[config.mk]
export PLATFORM = sky130hd
export DESIGN_NAME = ila_readout_ctrl_flat
export DESIGN_NICKNAME = d
export VERILOG_FILES = /design/src/rtl/ila_readout_ctrl_pkg.sv /design/src/rtl/ila_readout_ctrl_if.sv /design/src/rtl/ila_readout_beat.sv /design/src/rtl/ila_readout_ctrl.sv /design/src/flat_wrapper.sv
export SDC_FILE = /design/constraint.sdc
export NUM_CORES = 1
export LEC_CHECK = 0
export BUFFER_PORTS_ARGS = -buffer_cell sky130_fd_sc_hd__buf_2
export CORE_MARGIN = 4
export CORE_UTILIZATION = 54
export CTS_BUF_LIST = sky130_fd_sc_hd__clkbuf_8 sky130_fd_sc_hd__clkbuf_16
export CTS_CLUSTER_SIZE = 8
export DETAILED_ROUTE_END_ITERATION = 8
export PLACE_DENSITY_LB_ADDON = 0.3
export SETUP_SLACK_MARGIN = 0.15
export SLEW_MARGIN = 20
export SYNTH_ARGS = -nofsm -noshare
export SYNTH_HDL_FRONTEND = slang
export SYNTH_SLANG_ARGS = --single-unit
[constraint.sdc]
create_clock -name clk_i -period 2.7 [get_ports clk_i]
set_clock_uncertainty 0.2 [all_clocks]
set_input_delay 0.27 -clock clk_i [delete_from_list [all_inputs] [get_ports clk_i]]
set_output_delay 0.27 -clock clk_i [all_outputs]
set_load 0.1 [all_outputs]
[src/rtl/ila_readout_ctrl_pkg.sv]
// Shared types for the ILA readout sequencer: FSM encoding and counter sizing.
package ila_readout_ctrl_pkg;

  localparam int unsigned STATE_W = 2;

  typedef enum logic [STATE_W-1:0] {
    StIdle  = 2'd0,
    StIssue = 2'd1,
    StWait  = 2'd2,
    StSend  = 2'd3
  } state_e;

  // Sample counters need one extra bit so a full circular buffer (2^BUFFER_W) fits.
  function automatic int unsigned cnt_width(input int unsigned buffer_w);
    return buffer_w + 1;
  endfunction

endpackage

[src/rtl/ila_readout_ctrl_if.sv]
// Control, buffer-port and AXI-Stream signals of the readout sequencer.
// Signal names keep the sequencer's point of view (_i into it, _o out of it).
interface ila_readout_ctrl_if #(
  parameter int unsigned DATA_W   = 32,
  parameter int unsigned BUFFER_W = 10,
  parameter int unsigned SEL_W    = 4
);

  logic                start_i;
  logic                abort_i;
  logic                circular_i;
  logic [BUFFER_W-1:0] samples_i;
  logic                busy_o;
  logic                done_o;

  logic                index_wen_o;
  logic [BUFFER_W-1:0] index_wdata_o;
  logic                sel_wen_o;
  logic [SEL_W-1:0]    sel_wdata_o;
  logic [DATA_W-1:0]   value_i;

  logic [DATA_W-1:0]   m_tdata_o;
  logic                m_tvalid_o;
  logic                m_tready_i;
  logic                m_tlast_o;

  modport master (
    input  start_i, abort_i, circular_i, samples_i, value_i, m_tready_i,
    output busy_o, done_o, index_wen_o, index_wdata_o, sel_wen_o, sel_wdata_o,
    output m_tdata_o, m_tvalid_o, m_tlast_o
  );

  modport slave (
    output start_i, abort_i, circular_i, samples_i, value_i, m_tready_i,
    input  busy_o, done_o, index_wen_o, index_wdata_o, sel_wen_o, sel_wdata_o,
    input  m_tdata_o, m_tvalid_o, m_tlast_o
  );

endinterface

[src/rtl/ila_readout_beat.sv]
// Single-entry stream output register: holds tdata/tlast with tvalid until the
// ready handshake. Shared with the DMA readout path.
module ila_readout_beat #(
  parameter int unsigned DATA_W = 32
) (
  input  logic              clk_i,
  input  logic              arst_n_i,
  input  logic              cke_i,
  input  logic              load_i,
  input  logic [DATA_W-1:0] data_i,
  input  logic              last_i,
  input  logic              tready_i,
  output logic [DATA_W-1:0] tdata_o,
  output logic              tvalid_o,
  output logic              tlast_o,
  output logic              fire_o
);

  logic [DATA_W-1:0] data_q;
  logic              valid_q;
  logic              last_q;

  always_ff @(posedge clk_i or negedge arst_n_i) begin
    if (!arst_n_i) begin
      data_q  <= '0;
      valid_q <= 1'b0;
      last_q  <= 1'b0;
    end else if (cke_i) begin
      if (load_i) begin
        data_q  <= data_i;
        last_q  <= last_i;
        valid_q <= 1'b1;
      end else if (valid_q && tready_i) begin
        // Data is left in place; only the qualifiers drop after the handshake.
        valid_q <= 1'b0;
        last_q  <= 1'b0;
      end
    end
  end

  always_comb begin
    tdata_o  = data_q;
    tvalid_o = valid_q;
    tlast_o  = last_q;
    fire_o   = valid_q && tready_i;
  end

endmodule

[src/rtl/ila_readout_ctrl.sv]
// ILA buffer readout sequencer: walks (index, part) through the buffer write ports,
// waits out the read latency and streams one word per beat with tlast on the final word.
module ila_readout_ctrl
  import ila_readout_ctrl_pkg::*;
#(
  parameter int unsigned DATA_W   = 32,
  parameter int unsigned BUFFER_W = 10,
  parameter int unsigned SEL_W    = 4,
  parameter int unsigned PARTS    = 2,
  parameter int unsigned READ_LAT = 3
) (
  input logic                clk_i,
  input logic                arst_n_i,
  input logic                cke_i,
  ila_readout_ctrl_if.master bus
);

  localparam int unsigned CntW = cnt_width(BUFFER_W);
  localparam int unsigned LatW = $clog2(READ_LAT + 1);

  state_e              state_q, state_d;
  logic [BUFFER_W-1:0] base_q;
  logic [CntW-1:0]     total_q;
  logic [CntW-1:0]     k_q;
  logic [SEL_W-1:0]    p_q;
  logic [LatW-1:0]     lat_q;
  logic                abort_q;
  logic                done_q;

  logic [CntW-1:0]     plan_total;
  logic                fetch_done;
  logic                last_part;
  logic                beat_last;
  logic                fire;
  logic                dump_end;
  logic [DATA_W-1:0]   tdata;
  logic                tvalid;
  logic                tlast;

  always_comb begin
    plan_total = bus.circular_i ? {1'b1, {BUFFER_W{1'b0}}} : {1'b0, bus.samples_i};
    fetch_done = (state_q == StWait) && (lat_q == LatW'(1));
    last_part  = (p_q == SEL_W'(PARTS - 1));
    beat_last  = (k_q == total_q - CntW'(1)) && last_part;
    // An abort arriving on the handshake cycle itself also ends the dump here.
    dump_end   = fire && (tlast || abort_q || bus.abort_i);
  end

  always_ff @(posedge clk_i or negedge arst_n_i) begin
    if (!arst_n_i) begin
      state_q <= StIdle;
    end else if (cke_i) begin
      state_q <= state_d;
    end
  end

  always_comb begin
    state_d = state_q;
    unique case (state_q)
      StIdle:  if (bus.start_i && (plan_total != '0)) state_d = StIssue;
      StIssue: state_d = StWait;
      StWait:  if (fetch_done) state_d = StSend;
      StSend:  if (fire) state_d = dump_end ? StIdle : StIssue;
      default: state_d = StIdle;
    endcase
  end

  always_comb begin
    bus.index_wen_o   = (state_q == StIssue);
    bus.sel_wen_o     = (state_q == StIssue);
    bus.index_wdata_o = (state_q == StIssue) ? base_q + k_q[BUFFER_W-1:0] : '0;
    bus.sel_wdata_o   = (state_q == StIssue) ? p_q : '0;
    bus.busy_o        = (state_q != StIdle);
    bus.done_o        = done_q;
  end

  always_ff @(posedge clk_i or negedge arst_n_i) begin
    if (!arst_n_i) begin
      base_q  <= '0;
      total_q <= '0;
      k_q     <= '0;
      p_q     <= '0;
      lat_q   <= '0;
      abort_q <= 1'b0;
      done_q  <= 1'b0;
    end else if (cke_i) begin
      done_q <= 1'b0;
      if ((state_q != StIdle) && bus.abort_i) begin
        abort_q <= 1'b1;
      end
      unique case (state_q)
        StIdle: begin
          abort_q <= 1'b0;
          if (bus.start_i) begin
            base_q  <= bus.circular_i ? bus.samples_i : '0;
            total_q <= plan_total;
            k_q     <= '0;
            p_q     <= '0;
            done_q  <= (plan_total == '0);
          end
        end
        StIssue: lat_q <= LatW'(READ_LAT);
        StWait:  lat_q <= lat_q - LatW'(1);
        StSend: begin
          if (dump_end) begin
            done_q  <= 1'b1;
            abort_q <= 1'b0;
          end else if (fire) begin
            if (last_part) begin
              p_q <= '0;
              k_q <= k_q + CntW'(1);
            end else begin
              p_q <= p_q + SEL_W'(1);
            end
          end
        end
        default: ;
      endcase
    end
  end

  ila_readout_beat #(
    .DATA_W (DATA_W)
  ) u_beat (
    .clk_i    (clk_i),
    .arst_n_i (arst_n_i),
    .cke_i    (cke_i),
    .load_i   (fetch_done),
    .data_i   (bus.value_i),
    .last_i   (beat_last),
    .tready_i (bus.m_tready_i),
    .tdata_o  (tdata),
    .tvalid_o (tvalid),
    .tlast_o  (tlast),
    .fire_o   (fire)
  );

  always_comb begin
    bus.m_tdata_o  = tdata;
    bus.m_tvalid_o = tvalid;
    bus.m_tlast_o  = tlast;
  end

endmodule

[src/flat_wrapper.sv]
// flat-port wrapper written by rule: the top's interface ports become plain ports
module ila_readout_ctrl_flat import ila_readout_ctrl_pkg::*;
#(
  parameter int unsigned DATA_W   = 32,
  parameter int unsigned BUFFER_W = 10,
  parameter int unsigned SEL_W    = 4,
  parameter int unsigned PARTS    = 2,
  parameter int unsigned READ_LAT = 3
)
  (clk_i, arst_n_i, cke_i, bus_start_i, bus_abort_i, bus_circular_i, bus_samples_i, bus_value_i, bus_m_tready_i, bus_busy_o, bus_done_o, bus_index_wen_o, bus_index_wdata_o, bus_sel_wen_o, bus_sel_wdata_o, bus_m_tdata_o, bus_m_tvalid_o, bus_m_tlast_o);
  ila_readout_ctrl_if #(.DATA_W(DATA_W), .BUFFER_W(BUFFER_W), .SEL_W(SEL_W)) bus_i ();
  input logic clk_i;
  input logic arst_n_i;
  input logic cke_i;
  input wire logic [$bits(bus_i.start_i)-1:0] bus_start_i;
  input wire logic [$bits(bus_i.abort_i)-1:0] bus_abort_i;
  input wire logic [$bits(bus_i.circular_i)-1:0] bus_circular_i;
  input wire logic [$bits(bus_i.samples_i)-1:0] bus_samples_i;
  input wire logic [$bits(bus_i.value_i)-1:0] bus_value_i;
  input wire logic [$bits(bus_i.m_tready_i)-1:0] bus_m_tready_i;
  output wire logic [$bits(bus_i.busy_o)-1:0] bus_busy_o;
  output wire logic [$bits(bus_i.done_o)-1:0] bus_done_o;
  output wire logic [$bits(bus_i.index_wen_o)-1:0] bus_index_wen_o;
  output wire logic [$bits(bus_i.index_wdata_o)-1:0] bus_index_wdata_o;
  output wire logic [$bits(bus_i.sel_wen_o)-1:0] bus_sel_wen_o;
  output wire logic [$bits(bus_i.sel_wdata_o)-1:0] bus_sel_wdata_o;
  output wire logic [$bits(bus_i.m_tdata_o)-1:0] bus_m_tdata_o;
  output wire logic [$bits(bus_i.m_tvalid_o)-1:0] bus_m_tvalid_o;
  output wire logic [$bits(bus_i.m_tlast_o)-1:0] bus_m_tlast_o;
  assign bus_i.start_i = bus_start_i;
  assign bus_i.abort_i = bus_abort_i;
  assign bus_i.circular_i = bus_circular_i;
  assign bus_i.samples_i = bus_samples_i;
  assign bus_i.value_i = bus_value_i;
  assign bus_i.m_tready_i = bus_m_tready_i;
  assign bus_busy_o = bus_i.busy_o;
  assign bus_done_o = bus_i.done_o;
  assign bus_index_wen_o = bus_i.index_wen_o;
  assign bus_index_wdata_o = bus_i.index_wdata_o;
  assign bus_sel_wen_o = bus_i.sel_wen_o;
  assign bus_sel_wdata_o = bus_i.sel_wdata_o;
  assign bus_m_tdata_o = bus_i.m_tdata_o;
  assign bus_m_tvalid_o = bus_i.m_tvalid_o;
  assign bus_m_tlast_o = bus_i.m_tlast_o;
  ila_readout_ctrl #(.DATA_W(DATA_W), .BUFFER_W(BUFFER_W), .SEL_W(SEL_W), .PARTS(PARTS), .READ_LAT(READ_LAT)) u_core (.clk_i(clk_i), .arst_n_i(arst_n_i), .cke_i(cke_i), .bus(bus_i));
endmodule
==> results.yml, run 1 <==
route:
  drc_errors: 0
  wl_per_cell_um: 17.13
  postRouteAntennaNets: 0
  viasPerCell: 5.488
  routed_wl_um: 11440
  drtIter0Drc: 225
  dr.pass1.iters: 5
  via_count: 3666
run_status:
  status: "finished, violations left"
  violations: "negative setup slack"
min_path:
  hold_path_startpoint: "bus_samples_i[6]"
  min_path_type: "primary input to flop"
finish:
  multiInputGateArea_um2: 2186
  area_growth_pct: 40.89
  fillerInstances: 472
  layout_commonest_cell: "buf_2"
  num_antenna_cells: 0
  fin_nets: 632
  drive_gt1_frac: 0.3814
  final_cell_mix: "92 x buf_2, 75 x dfrtp_1, 47 x nand2_1"
  regArea_um2: 1903
power:
  power.total_w: 0.006264
  power.density_nw_per_um2: 1087
  ir_drop_uv: 485.8
  cellLeakagePower_nw: 2.899
timing:
  finalCritPeriodShare: 1.116
  finalSetupViolations: 6
  slew_violations: 0
  hold_violations: 0
  fin_crit_ps: 3013
  rsz0062_at_grt: "true"
  max_freq_mhz: 331.9
  fin_ws_ps: -313.1
  slew-limit-headroom: 0.3309
  worst_slew_pin_slew_ps: 995.9
  whs_ps: 3.539
setup_path:
  max_stage_delay_ps: 390
  crit_path_end_kind: "output pin"
  critical_path_peak_fanout: 2
  worstSetupPathType: "flop to output pin"
  cp.arrival_ps: 2540
  r2r_start: "u_core.total_q[0]"
  required_ps: 2230
  path_cells: "ha_1 -> a21o_1 -> a21oi_2 -> o21bai_2 -> o41a_1 -> o22a_1 -> o211ai_1 -> clkbuf_16"
  cp-start-kind: "flop"
  cp_slowest_cell: "dfrtp_1"
  path_buf_inv: 1
  cp-startpoint: "u_core.k_q[1]"
  path_delay_family: "compound AO/OA/AOI/OAI gates"
clock_network:
  numCtsBuffers: 9
  clk_latency_ps: 360
  cts_tree: "built"
  cts_max_path_buffers: 2
  cts.sink_count: 76
  cts-htree-levels: 3
  root_buffer: "clkbuf_8"
  clk_pin_slew_ps: 100
flow_run:
  cap_violations: 0
grt:
  grt_util_all_layers: 0.2507
  grt_remaining_overflow: 0
  grt_first_pass_wirelength_um: 17430
  grt_max_degree: 49
  antenna_found_initial: 0
  grt_pass1_vias: 3647
die:
  core.rowCount: 31
  fp.dieW_um: 95.05
  die_area_um2: 9034
  core-area_um2: 7292
  initial_core_util: 0.5611
  die_y_um: 95.05
  io_pins: 101
yosys:
  postSynthNetCount: 470
  synth_edf_count: 0
  seq_area_frac_synth: 0.4648
  async_flop_share: 1.000
  ys_ff_latch: 76
  ys.flop_type: "dfrtp_1"
  ys_warn_count: 0
  synth_cells: 402
  avgSynthCellArea_um2: 10.18
  ys_types: 50
  synth_area_um2: 4091
placed_design:
  hpwlAfterDp_um: 7087
  portBuffers: 100
  gp_congestion: 0.8486
==> area by class of cell <==
class / instances / share of cell area
well taps: 99 / 0.02149
multi-input cells: 294 / 0.3792
clock buffers: 9 / 0.02149
repair buffers: 167 / 0.2142
inverters: 16 / 0.01129
flip-flops and latches: 76 / 0.3302
clock inverters: 7 / 0.02214
==> what timing repair did <==
action / in CTS / in global routing
setup buffers: 9 / 7
endpoints found under the setup margin: 8 / 11
gates resized for setup: 9 / 24
pin swaps: 11 / 13
endpoints found under the hold margin: 117 / 0
hold buffers: 40 / 0
==> final timing paths <==
| path | endpoint | slack (ps) | cells past startpoint |
|---|---|---|---|
| max reg2reg | u_core.u_beat.tlast_o | 240 | 7 |
| min in group asynchronous | u_core.p_q[2] | 260 | 3 |
| min | u_core.total_q[6] | 4 | 3 |
| max in group asynchronous | u_core.u_beat.tvalid_o | 1500 | 3 |
| max | bus_index_wdata_o[9] | -310 | 8 |
| min reg2reg | u_core.u_beat.tdata_o[31] | 310 | 1 |
==> metrics by stage <==
stage / utilization / instances / setup WS [ps] / TNS, ps / area [µm²]
after floorplan: - / 402 / -944.7 / -1097 / 4141
after global placement: 0.6671 / 596 / 68.09 / 0 / 4865
after detailed placement: 0.6671 / 596 / 52.63 / 0 / 4865
after CTS: 0.7690 / 661 / -284.5 / -987.8 / 5608
after global routing: 0.7905 / 668 / -423.6 / -1883 / 5764
final: 0.7905 / 668 / -313.1 / -1302 / 5764
==> report_power, final <==
| part | internal [W] | total, W | switching (W) |
|---|---|---|---|
| clock network | 0.000631 | 0.00112 | 0.000488 |
| logic | 0.00102 | 0.00343 | 0.00242 |
| registers | 0.00145 | 0.00171 | 0.000262 |
==> synthesized netlist by cell type (2+ instances only) <==
master | number | area [µm²]
mux2_2 | 36 | 405.4
nand4_1 | 6 | 37.54
a21o_1 | 2 | 15.01
o21a_1 | 4 | 30.03
a21oi_1 | 9 | 45.04
nand2b_1 | 15 | 93.84
buf_1 | 2 | 7.510
nor2b_1 | 4 | 25.02
ha_1 | 18 | 225.2
nand2_1 | 47 | 176.4
nor4_1 | 5 | 31.28
o21ai_0 | 33 | 165.2
buf_2 | 2 | 10.01
and3_1 | 6 | 37.54
nand3_1 | 9 | 45.04
nor3_1 | 9 | 45.04
xnor2_1 | 12 | 105.1
xor2_1 | 15 | 131.4
and3b_1 | 2 | 17.52
or3_1 | 3 | 18.77
mux2i_1 | 3 | 30.03
and2_1 | 9 | 56.30
a31oi_1 | 4 | 25.02
nor2_1 | 22 | 82.58
clkbuf_1 | 10 | 37.54
nor3b_1 | 2 | 15.01
dfrtp_1 | 76 | 1902
inv_1 | 15 | 56.30
==> flip-flops by register name, indices dropped and copies added (netlist names) <==
name	count
u_core.u_beat.tdata_o	32
u_core.k_q	11
u_core.total_q	11
u_core.base_q	10
u_core.p_q	4
u_core.lat_q	2
u_core.state_q	2
u_core.abort_q	1
u_core.bus.done_o	1
u_core.u_beat.tlast_o	1
u_core.u_beat.tvalid_o	1
==> metal layers <==
metal / track usage / part of all wire
met1: 0.3074 / 0.38
met2: 0.4504 / 0.54
met3: 0.03710 / 0.053
met4: 0.08534 / 0.024
met5: 0 / 0
==> cell families (layout without fill, tap and decap cells) <==
| family | Yosys count | after routing | synth area share |
|---|---|---|---|
| XOR/XNOR | 27 | 27 | 0.05780 |
| flip-flops | 76 | 76 | 0.4648 |
| AND/OR/NAND/NOR | 145 | 145 | 0.1810 |
| adder cells (fa/ha/maj) | 19 | 19 | 0.05994 |
| multiplexers | 39 | 39 | 0.1064 |
| AO/OA/AOI/OAI | 64 | 64 | 0.09725 |
| buffers and inverters | 32 | 199 | 0.03272 |
==> worst register-to-register path, cell delays in order, from the launching register on <==
cell and delay [ps]:
dfrtp_1 450, inv_1 100, ha_1 230, or4b_1 510, nor3_1 270, xnor2_1 160
nand4_1 120, o31ai_1 320
(Power assumes the default switching activity.)
==> inputs of run 2 (changes only) <==
CORE_UTILIZATION = 40   (was 54)
TNS_END_PERCENT = 100   (was not set)
==> run 2 against run 1 <==
Net effect:
- the flow still finishes with violations (negative setup slack)
- wire length shrank 11%
- core utilization shrank 22 points
- total power shrank 7.0%
- clock power shrank 25%
- combinational power shrank 4%
- critical endpoint unchanged
- highest routed layer unchanged
- critical path depth is the same
- die area grew 32%
- sequential share of layout area grew 0.76 points
- sequential power is essentially flat
- largest cell class unchanged
- via count shrank 4.5%
- flip-flop and latch count is the same
- count of clock-buffer cells in the layout is the same
==> results.yml, run 2 (synthesized netlist as in run 1, its figures left out) <==
route:
  via_count: 3501
  wl_per_cell_um: 14.58
  drc_errors: 0
  routed_wl_um: 10140
  drtIter0Drc: 115
  dr.pass1.iters: 4
  viasPerCell: 5.037
  postRouteAntennaNets: 0
grt:
  antenna_found_initial: 0
  grt_max_degree: 77
  grt_remaining_overflow: 0
  grt_first_pass_wirelength_um: 16220
  grt_util_all_layers: 0.1725
  grt_pass1_vias: 3409
timing:
  hold_violations: 0
  worst_slew_pin_slew_ps: 942.9
  fin_crit_ps: 3007
  fin_ws_ps: -307.2
  finalCritPeriodShare: 1.114
  rsz0062_at_grt: "true"
  slew_violations: 0
  tns_ps: -815.9
  max_freq_mhz: 332.5
  finalSetupViolations: 4
  slew-limit-headroom: 0.3714
power:
  cellLeakagePower_nw: 2.803
  power.density_nw_per_um2: 1034
  ir_drop_uv: 537.7
die:
  die_y_um: 109.1
  fp.dieW_um: 109.1
  core-area_um2: 9864
  die_area_um2: 11910
  core.rowCount: 36
  io_pins: 101
  initial_core_util: 0.4148
clock_network:
  cts_max_path_buffers: 2
  cts-htree-levels: 3
  root_buffer: "clkbuf_8"
  clk_latency_ps: 350
  clk_pin_slew_ps: 100
  cts_tree: "built"
  cts.sink_count: 76
  numCtsBuffers: 9
placed_design:
  gp_congestion: 0.8228
  portBuffers: 100
  place_area_um2: 4910
  pre_cts_ws_ps: 9.580
  hpwlAfterDp_um: 7216
finish:
  postLayoutCellArea_um2: 5634
  postLayoutCoreUtil: 0.5712
  area_growth_pct: 37.71
  layout_commonest_cell: "buf_2"
  drive_gt1_frac: 0.3594
  num_antenna_cells: 0
  final_cell_mix: "91 x buf_2, 75 x dfrtp_1, 47 x nand2_1"
  fillerInstances: 867
  fin_nets: 625
  largest_reg_flops: 32
setup_path:
  cp.arrival_ps: 2540
  required_ps: 2230
  r2r_cells: 7
  cp-start-kind: "flop"
  rrSetupSlack_ps: 290
  r2r_start: "u_core.state_q[1]"
  worstSetupPathType: "flop to output pin"
  r2r-end: "u_core.k_q[10]"
  critical_path_peak_fanout: 2
  crit_path_end_kind: "output pin"
flow_run:
  cap_violations: 0
run_status:
  violations: "negative setup slack"
  status: "finished, violations left"
min_path:
  hold_depth: 3
  whs_endpoint: "u_core.abort_q"
  min_path_type: "primary input to flop"
  hold_path_startpoint: "bus_abort_i"
## run 2: report_power, final
part           internal, W  switching (W)  leakage (nW)
sequential         0.00145       0.000248          1.01
clock             0.000358       0.000482        0.0947
combinational     0.000959        0.00233          1.70
total              0.00276        0.00306          2.80
## run 2: metal layers
| metal | vias to the layer above | wire (µm) | global-route usage |
|---|---|---|---|
| met3 | 12 | 441 | 0.04500 |
| met1 | 1714 | 4239 | 0.2111 |
| met2 | 69 | 5310 | 0.3018 |
| li1 | 1706 | - | - |
| met4 | 0 | 144 | 0.04328 |
| met5 | - | 0 | 0 |
## run 2: worst max path at each step
| stage | startpoint | endpoint | slack [ps] | cells after the start |
|---|---|---|---|---|
| 2_1_floorplan | u_core.k_q[1] | bus_index_wdata_o[9] | -940 | 7 |
| 3_3_place_gp | u_core.k_q[1] | bus_index_wdata_o[9] | 60 | 8 |
| 3_5_place_dp | u_core.k_q[1] | bus_index_wdata_o[9] | 10 | 8 |
| 4_1_cts | u_core.base_q[1] | bus_index_wdata_o[9] | -330 | 8 |
| 5_1_grt | u_core.base_q[1] | bus_index_wdata_o[9] | -460 | 8 |
| 6_report | u_core.base_q[1] | bus_index_wdata_o[9] | -310 | 8 |
## run 2: layout make-up
type,instances,area (µm²),area share
Multi-Input combinational cell,294,2146,0.3809
Tap cell,133,166.4,0.02954
Inverter,16,62.56,0.01110
Sequential cell,76,1903,0.3378
Timing Repair Buffer,160,1167,0.2072
Clock inverter,7,65.06,0.01155
Clock buffer,9,123.9,0.02199
## run 2: critical path, stage by stage, from the launching register on
cell	delay, ps
dfrtp_1	390
ha_1	290
a21o_1	170
a21oi_2	160
o21bai_1	100
o41a_1	340
o22a_1	210
o211ai_1	260
clkbuf_16	260
## run 2: repair_timing
action,in CTS,in global routing
endpoints found under the hold margin,122,0
gates resized for setup,6,12
pin swaps,10,7
hold buffers,44,0
setup endpoints to repair,8,16
setup buffers,4,1
## run 2: metrics by stage
step	instances	hold WS (ps)	power [W]
2_1_floorplan	402	-225.6	0.004243
3_3_place_gp	630	270.2	0.004825
6_report	695	65.79	0.005827
5_1_grt	695	63.44	0.006176
4_1_cts	694	49.68	0.005811
3_5_place_dp	630	284.5	0.004886
==> inputs of run 3 (changes only) <==
clock period = 2.55 ns   (was 2.7 ns; I/O delays follow)
==> run 3 against run 2 <==
Net effect:
- the run still ends with negative setup slack left
- critical path depth unchanged
- final cell count up 1.3%
- hold slack got worse by 15 ps
- sequential power increased by 5%
- wire length is 1.6% higher
- highest routed layer unchanged
- largest power group unchanged
- first-iteration DRC count increased by 50%
- non-clock buffer count rose by 9
- sequential share of layout area is 0.98 points lower
- register-to-register slack worse by 30 ps
- critical endpoint unchanged
- total power rose by 8.4%
- cell area up 3.0%
- combinational power grew 11%
==> results.yml, run 3 (synthesized netlist as in run 1, its figures left out) <==
run_status:
  status: "finished, violations left"
  violations: "negative setup slack"
setup_path:
  required_ps: 2100
  cp.arrival_ps: 2490
  worstSetupPathType: "flop to output pin"
  r2r_start: "u_core.p_q[1]"
  cp-startpoint: "u_core.k_q[1]"
  path_delay_family: "compound AO/OA/AOI/OAI gates"
  cp_slowest_cell: "dfrtp_1"
  path_buf_inv: 1
  cp-start-kind: "flop"
  max_stage_delay_ps: 380
  path_cells: "ha_1 -> a21o_1 -> a21oi_2 -> o21bai_1 -> o41a_1 -> o22a_1 -> o211ai_1 -> buf_12"
  crit_path_end_kind: "output pin"
  critical_path_peak_fanout: 2
clock_network:
  numCtsBuffers: 9
  cts_max_path_buffers: 2
  clk_latency_ps: 350
  clk_pin_slew_ps: 90
  cts_tree: "built"
  root_buffer: "clkbuf_8"
  cts.sink_count: 76
  cts-htree-levels: 3
grt:
  antenna_found_initial: 0
  grt_first_pass_wirelength_um: 16640
  grt_max_degree: 46
  grt_util_all_layers: 0.1786
  grt_remaining_overflow: 0
  grt_pass1_vias: 3485
die:
  io_pins: 101
  core.rowCount: 36
  core-area_um2: 9864
  die_area_um2: 11910
  fp.dieW_um: 109.1
  initial_core_util: 0.4148
  die_y_um: 109.1
finish:
  num_antenna_cells: 0
  drive_gt1_frac: 0.3783
  fin_nets: 634
  layout_commonest_cell: "buf_2"
  largest_reg_flops: 32
  final_cell_mix: "85 x buf_2, 74 x dfrtp_1, 47 x nand2_1"
  area_growth_pct: 41.90
  postLayoutCoreUtil: 0.5885
  stdcell_count: 704
  fillerInstances: 800
  regArea_um2: 1904
  multiInputGateArea_um2: 2195
power:
  cellLeakagePower_nw: 2.871
  ir_drop_uv: 431.6
  power.total_w: 0.006315
  power.density_nw_per_um2: 1088
timing:
  finalSetupViolations: 6
  rsz0062_at_grt: "true"
  fin_crit_ps: 2942
  finalCritPeriodShare: 1.154
  hold_violations: 0
  worst_slew_pin_slew_ps: 589.6
  fin_ws_ps: -392.0
  slew-limit-headroom: 0.6069
  whs_ps: 51.18
  slew_violations: 0
  max_freq_mhz: 339.9
flow_run:
  cap_violations: 0
placed_design:
  gp_congestion: 0.8361
  dp.cells: 638
  portBuffers: 100
  pre_cts_ws_ps: -32.36
  hpwlAfterDp_um: 7182
route:
  via_count: 3426
  drc_errors: 0
  postRouteAntennaNets: 0
  wl_per_cell_um: 14.63
  viasPerCell: 4.866
  routed_wl_um: 10300
  dr.pass1.iters: 6
  drtIter0Drc: 173
min_path:
  min_path_type: "primary input to flop"
  hold_path_startpoint: "bus_abort_i"
==> run 3: what timing repair did <==
item | 4_1_cts | 5_1_grt
pin swaps | 4 | 4
hold endpoints to repair | 95 | 0
hold buffers | 44 | 0
gates resized for setup | 16 | 11
setup endpoints to repair | 10 | 13
setup buffers | 4 | 2
==> run 3: worst paths after layout <==
| path | endpoint | slack [ps] | cells after the start |
|---|---|---|---|
| max | bus_index_wdata_o[9] | -390 | 8 |
| min | u_core.abort_q | 50 | 3 |
| max reg2reg | u_core.k_q[10] | 260 | 7 |
| min reg2reg | u_core.u_beat.tdata_o[7] | 300 | 1 |
| max in group asynchronous | u_core.u_beat.tdata_o[7] | 1330 | 3 |
| min in group asynchronous | u_core.p_q[1] | 240 | 2 |
==> run 3: power breakdown <==
part | leakage (nW) | total (W) | internal, W | switching [W]
registers | 1.00 | 0.00179 | 0.00153 | 0.000258
logic | 1.77 | 0.00364 | 0.00113 | 0.00252
clock network | 0.0943 | 0.000881 | 0.000377 | 0.000504
total | 2.87 | 0.00632 | 0.00304 | 0.00328
==> run 3: tightest hold or removal path: cells and delay by family <==
kind | cells | cell delay (ps)
buffers and inverters | 1 | 110
AOI/OAI and AO/OA | 2 | 200
==> run 3: cell type report <==
type / instances / share of cell area
inverter: 16 / 0.01121
tap: 133 / 0.02866
clock inverter: 7 / 0.01121
multi-input combinational: 294 / 0.3780
clock buffer: 9 / 0.02134
sequential: 76 / 0.3280
timing repair buffer: 169 / 0.2216
==> run 3: through the flow <==
stage	area (µm²)	setup TNS (ps)
finish	5806	-1473
global route	5806	-2243
detailed placement	5024	-32.36
floorplan	4153	-1371
CTS	5732	-1407
global placement	5024	-17.55
==> run 3: layer usage <==
layer	part of all wire	global-route usage	up-vias	routed length (µm)
met5	0	0	-	0
met4	0.015	0.05861	0	159
met3	0.045	0.03612	13	466
met2	0.52	0.3088	67	5336
met1	0.42	0.2225	1628	4335
li1	-	-	1718	-
